`src/rtl/alu_op_sequencer.sv`:
```
// Issue-side sequencer for the combinational ALU: holds operands/opcode for a
// per-op latency, captures the result and returns it over a valid/ready handshake.
//
// state | meaning
// IDLE  | ready for a request; ALU ports keep the last issued op
// EXEC  | ALU ports held, latency counter running down to zero
// RESP  | result presented, waiting for rsp_ready
module alu_op_sequencer #(
    parameter int XLEN       = 64,
    parameter int MUL_CYCLES = 3,
    parameter int DIV_CYCLES = 8
) (
    input  logic            clk,
    input  logic            rst_n,
    input  logic            req_valid,
    output logic            req_ready,
    input  logic [1:0]      req_op,
    input  logic [XLEN-1:0] req_a,
    input  logic [XLEN-1:0] req_b,
    output logic [XLEN-1:0] alu_input1,
    output logic [XLEN-1:0] alu_input2,
    output logic [1:0]      signal,
    input  logic [XLEN-1:0] alu_output,
    output logic            rsp_valid,
    input  logic            rsp_ready,
    output logic [XLEN-1:0] rsp_result,
    output logic            rsp_div0
);

    localparam int MAX_LAT = (MUL_CYCLES > DIV_CYCLES) ? MUL_CYCLES : DIV_CYCLES;
    localparam int CW      = (MAX_LAT > 1) ? $clog2(MAX_LAT) : 1;

    localparam logic [1:0] OP_MUL = 2'b10;
    localparam logic [1:0] OP_DIV = 2'b11;

    // Counter holds L-1 so the capture edge is the L-th edge after accept.
    localparam logic [CW-1:0] MUL_LOAD = CW'(MUL_CYCLES - 1);
    localparam logic [CW-1:0] DIV_LOAD = CW'(DIV_CYCLES - 1);

    typedef enum logic [1:0] {
        IDLE = 2'd0,
        EXEC = 2'd1,
        RESP = 2'd2
    } state_t;

    state_t          state;
    logic [CW-1:0]   count;

    assign req_ready = (state == IDLE);
    assign rsp_valid = (state == RESP);

    always_ff @(posedge clk) begin
        if (!rst_n) begin
            state      <= IDLE;
            count      <= '0;
            alu_input1 <= '0;
            alu_input2 <= '0;
            signal     <= '0;
            rsp_result <= '0;
            rsp_div0   <= 1'b0;
        end else begin
            case (state)
                IDLE: begin
                    if (req_valid) begin
                        alu_input1 <= req_a;
                        alu_input2 <= req_b;
                        signal     <= req_op;
                        case (req_op)
                            OP_MUL:  count <= MUL_LOAD;
                            OP_DIV:  count <= DIV_LOAD;
                            default: count <= '0;
                        endcase
                        state <= EXEC;
                    end
                end
                EXEC: begin
                    if (count != '0) begin
                        count <= count - 1'b1;
                    end else begin
                        // Divide by zero returns all ones regardless of the ALU.
                        if (signal == OP_DIV && alu_input2 == '0) begin
                            rsp_result <= '1;
                            rsp_div0   <= 1'b1;
                        end else begin
                            rsp_result <= alu_output;
                            rsp_div0   <= 1'b0;
                        end
                        state <= RESP;
                    end
                end
                RESP: begin
                    if (rsp_ready) begin
                        state <= IDLE;
                    end
                end
                default: begin
                    state <= IDLE;
                    count <= '0;
                end
            endcase
        end
    end

endmodule
```
`config.mk`:
```
export PLATFORM = sky130hd
export DESIGN_NAME = alu_op_sequencer
export DESIGN_NICKNAME = d
export VERILOG_FILES = /design/src/rtl/alu_op_sequencer.sv
export SDC_FILE = /design/constraint.sdc
export NUM_CORES = 1
export LEC_CHECK = 0
export ABC_AREA = 1
export CAP_MARGIN = 20
export CORE_AREA = 2 2 154 156
export DETAILED_ROUTE_END_ITERATION = 16
export DIE_AREA = 0 0 156 158
export PLACE_DENSITY = 0.79
export SYNTH_ARGS = -nofsm -noshare
export SYNTH_HDL_FRONTEND = slang
export SYNTH_SLANG_ARGS = --single-unit
```
`constraint.sdc`:
```
create_clock -name clk -period 1.9 [get_ports clk]
set_input_delay 0.285 -clock clk [delete_from_list [all_inputs] [get_ports clk]]
set_output_delay 0.285 -clock clk [all_outputs]
set_load 0.01 [all_outputs]
```
==> metrics.md <==
| Metric | Value |
|---|---|
| Layout cell share with drive strength beyond 1 | 0.0464 |
| Top cell type's share of synthesized area | 0.542 |
| DP Cell Count | 1574 |
| Max stage delay cell, worst path | clkdlybuf4s50_1 |
| # nets final | about 1500 |
| Syn Inst Count | ~950 |
| PortBufs | just under 400 |
| Dpl cell area | around 11000 sq um |
| DIE AREA | between 20000 and 25000 sq um |
| Reg2reg start | count[0] |
| Slew margin rel. | 0.734 |
| Total track usage | 0.189 |
| VDD IR-drop max | 0.675 mV |
| Critical path depth | 1 |
| Area contributors post-synth | dfxtp_1, nor2_1, o21ai_0 |
| Critical path required time | between 1.5 and 2 ns |
| Max Root-Sink Buffers | 2 |
| Setup_tns | 0 ns |
| CTS tree | done |
| Fmax achieved | slightly below 600 MHz |
| CTS Buf Count | 17 |
| Fill count | 2135 |
| Met3 routed WL | ~1800 um |
| Hold buffers post-CTS | 0 |
| Final worst-path cycle share | 0.894 |
| Die extent in x | between 150 and 200 um |
| Type of origin of the critical path | register |
| Ys async rst share | 0 |
| Clock root buffer | clkbuf_16 |
| Clock slew at reported path FFs | ~0.08 ns |
| Uppermost routed layer | met4 |
| HP Class | primary input to register |
| Drt drc | 0 |
| Post-synth EDFFs | 0 |
| Worst flop-to-flop path endpoint | rsp_result[51] |
| Synth-to-layout area growth | 63.4% |
| Commonest cells post-synth | nor2_1, dfxtp_1, o21ai_0, a21oi_1, clkbuf_1 |
| Sequential fraction of the synthesis area | 0.542 |
| First drt pass iteration count | 4 |
| Largest net degree at the start of global routing | a little under 90 |
| Layout Cells excl Fill | 1606 |
| Crit path to | signal[1] |
| Critical path startpoint | signal[1] |
| Via count | approximately 7500 |
| Reg2Reg Depth | 8 |
| CP max stage delay | about 0.63 ns |
| Row Count | 56 |
| H-tree Lvls | 4 |
| Final worst path period need | between 1.5 and 2 ns |
| Global-route wire length before repair | around 37000 um |
| Met2 wire length | between 10000 and 15000 um |
| Top_reg_cell synth | dfxtp_1 |
| Final setup viols | 0 |
| Skew-Pair Late Insertion Delay | between 0.4 and 0.5 ns |
| Synth warnings | 0 |
| Initial detailed-routing violation count | 501 |
| LEAKAGE | approximately 4.7 nW |
| Type of destination of the critical path | output port |
| CP top delay family | buffers and inverters |
| Crit-path max FO | 2 |
| Top Ports | roughly 400 |
| Routability cong. | 0.841 |
| Slack of the worst reg-to-reg path | 0.34 ns |
| Antenna viol nets, final | 0 |
| Slew Limit Fails | 0 |
| Ant diodes | 0 |
| Power per cell area | about 1400 nW/um^2 |
| Finished Core Util | 0.524 |
| Status | completed |
| Final hold slack | slightly below 0.2 ns |
| Clock skew | about 0.012 ns |
| Crit path DAT | between 1 and 1.5 ns |
| Netlist cell types | 22 |
| Post-Syn Area | 7390 sq um |
| WL per Instance | 15.3 um |
| Antenna violations before repair | 0 |
| Post-DP HPWL | roughly 18000 um |
| Routed metal-1 wirelength | ~10000 um |
| #FFs+latches synth | 200 |
| Unrepaired setup endpoints after global routing | false |
| Synthesized net count | around 1100 |
| Number of global-route vias before repair | 7249 |
| Congestion Overflow GR | 0 |
| Top-count cell post-synth | nor2_1 |
| Gates resized, CTS repair | 2 |
| CP Class | register to output port |
| Synth area leader | dfxtp_1 |
| Fin area | 12100 sq um |
| Post-Syn Area per Cell | about 8 sq um |
| Core area | approximately 23000 sq um |
| Routed WL | 24600 um |
| Least-Margin Pin Slew | about 0.4 ns |
| Min setup slack post-route | about 0.2 ns |
| DP Worst Slack | approximately 0.0071 ns |
| Cells along the critical path | clkdlybuf4s50_1 |
| Initial core utilization | 0.320 |
| Post-CTS setup buffer count | 0 |
| Final hold violations | 0 |
| # Max-Cap Violations | 0 |
| Clk sink count | 200 |
| Die height | between 150 and 200 um |
| Overall Power | roughly 17 mW |
| Drt via density | around 4.7 |
| CP bufs+invs | 1 |
layout make-up:
| type | instances | area, sq um | share of cell area |
|---|---|---|---|
| well taps | 290 | 363 | 0.0301 |
| flip-flops and latches | 200 | 4000 | 0.332 |
| multi-input cells | 660 | 2920 | 0.242 |
| clock buffers | 19 | 443 | 0.0367 |
| clock inverters | 13 | 136 | 0.0113 |
| repair buffers | 406 | 4140 | 0.343 |
| inverters | 18 | 70.1 | 0.00580 |
state kept, by name (all words and copies together) (netlist names):
name,cells
rsp_div0,1
state,2
signal,2
rsp_result,64
alu_input2,64
count,3
alu_input1,64
worst min-delay path by stage:
stage,cells past startpoint,startpoint,end
CTS,3,rst_n,rsp_result[42]
detailed placement,2,alu_input2[62],alu_input2[62]
global route,3,rst_n,rsp_result[34]
finish,3,rst_n,rsp_result[42]
floorplan,2,req_a[21],alu_input1[21]
global placement,2,alu_input2[59],alu_input2[59]
kinds of logic (layout without fill, tap and decap cells):
group	Yosys count	count (layout)	share of synthesized area
buf+inv	89	456	0.0645
flops	200	200	0.542
compound gates	276	276	0.187
fa+ha+maj	2	2	0.00339
xor+xnor	1	1	0.00119
simple gates	381	381	0.202
per-layer routing:
metal	GRT usage	vias up
met5	0	-
met4	0.0756	0
met3	0.0602	50
met2	0.331	275
met1	0.215	3427
li1	-	3793
layout by cell type (no fill, tap or decap), types with 2 or more instances in the layout:
cell type        netlist  layout
clkdlybuf4s50_1        0     391
nor2_1               340     340
dfxtp_1              200     200
o21ai_0              178     178
a21oi_1               77      77
nand2_1               22      22
o21ai_1               20      20
clkbuf_16              0      17
inv_1                 15      15
nor2_2                 9       9
buf_12                 0       9
inv_6                  0       5
buf_4                  6       4
nand4_1                3       3
clkinv_8               0       3
inv_2                  3       2
nand3_1                3       2
ha_1                   2       2
inv_8                  0       2
dlygate4sd2_1          0       2
where the power goes:
| part | switching (mW) | internal [mW] | leakage, nW |
|---|---|---|---|
| registers | 0.791 | 5.54 | 1.65 |
| logic | 3.55 | 3.62 | 2.77 |
| clock network | 1.76 | 1.79 | 0.281 |
worst register-to-register path, cell delays in order (launching register included):
cell	delay, ns
dfxtp_1	0.32
inv_1	0.08
ha_1	0.15
inv_1	0.06
nor3_4	0.22
inv_2	0.08
buf_12	0.20
nor2_1	0.24
a21oi_1	0.09
Note: power is estimated with default switching activity, not from simulation.
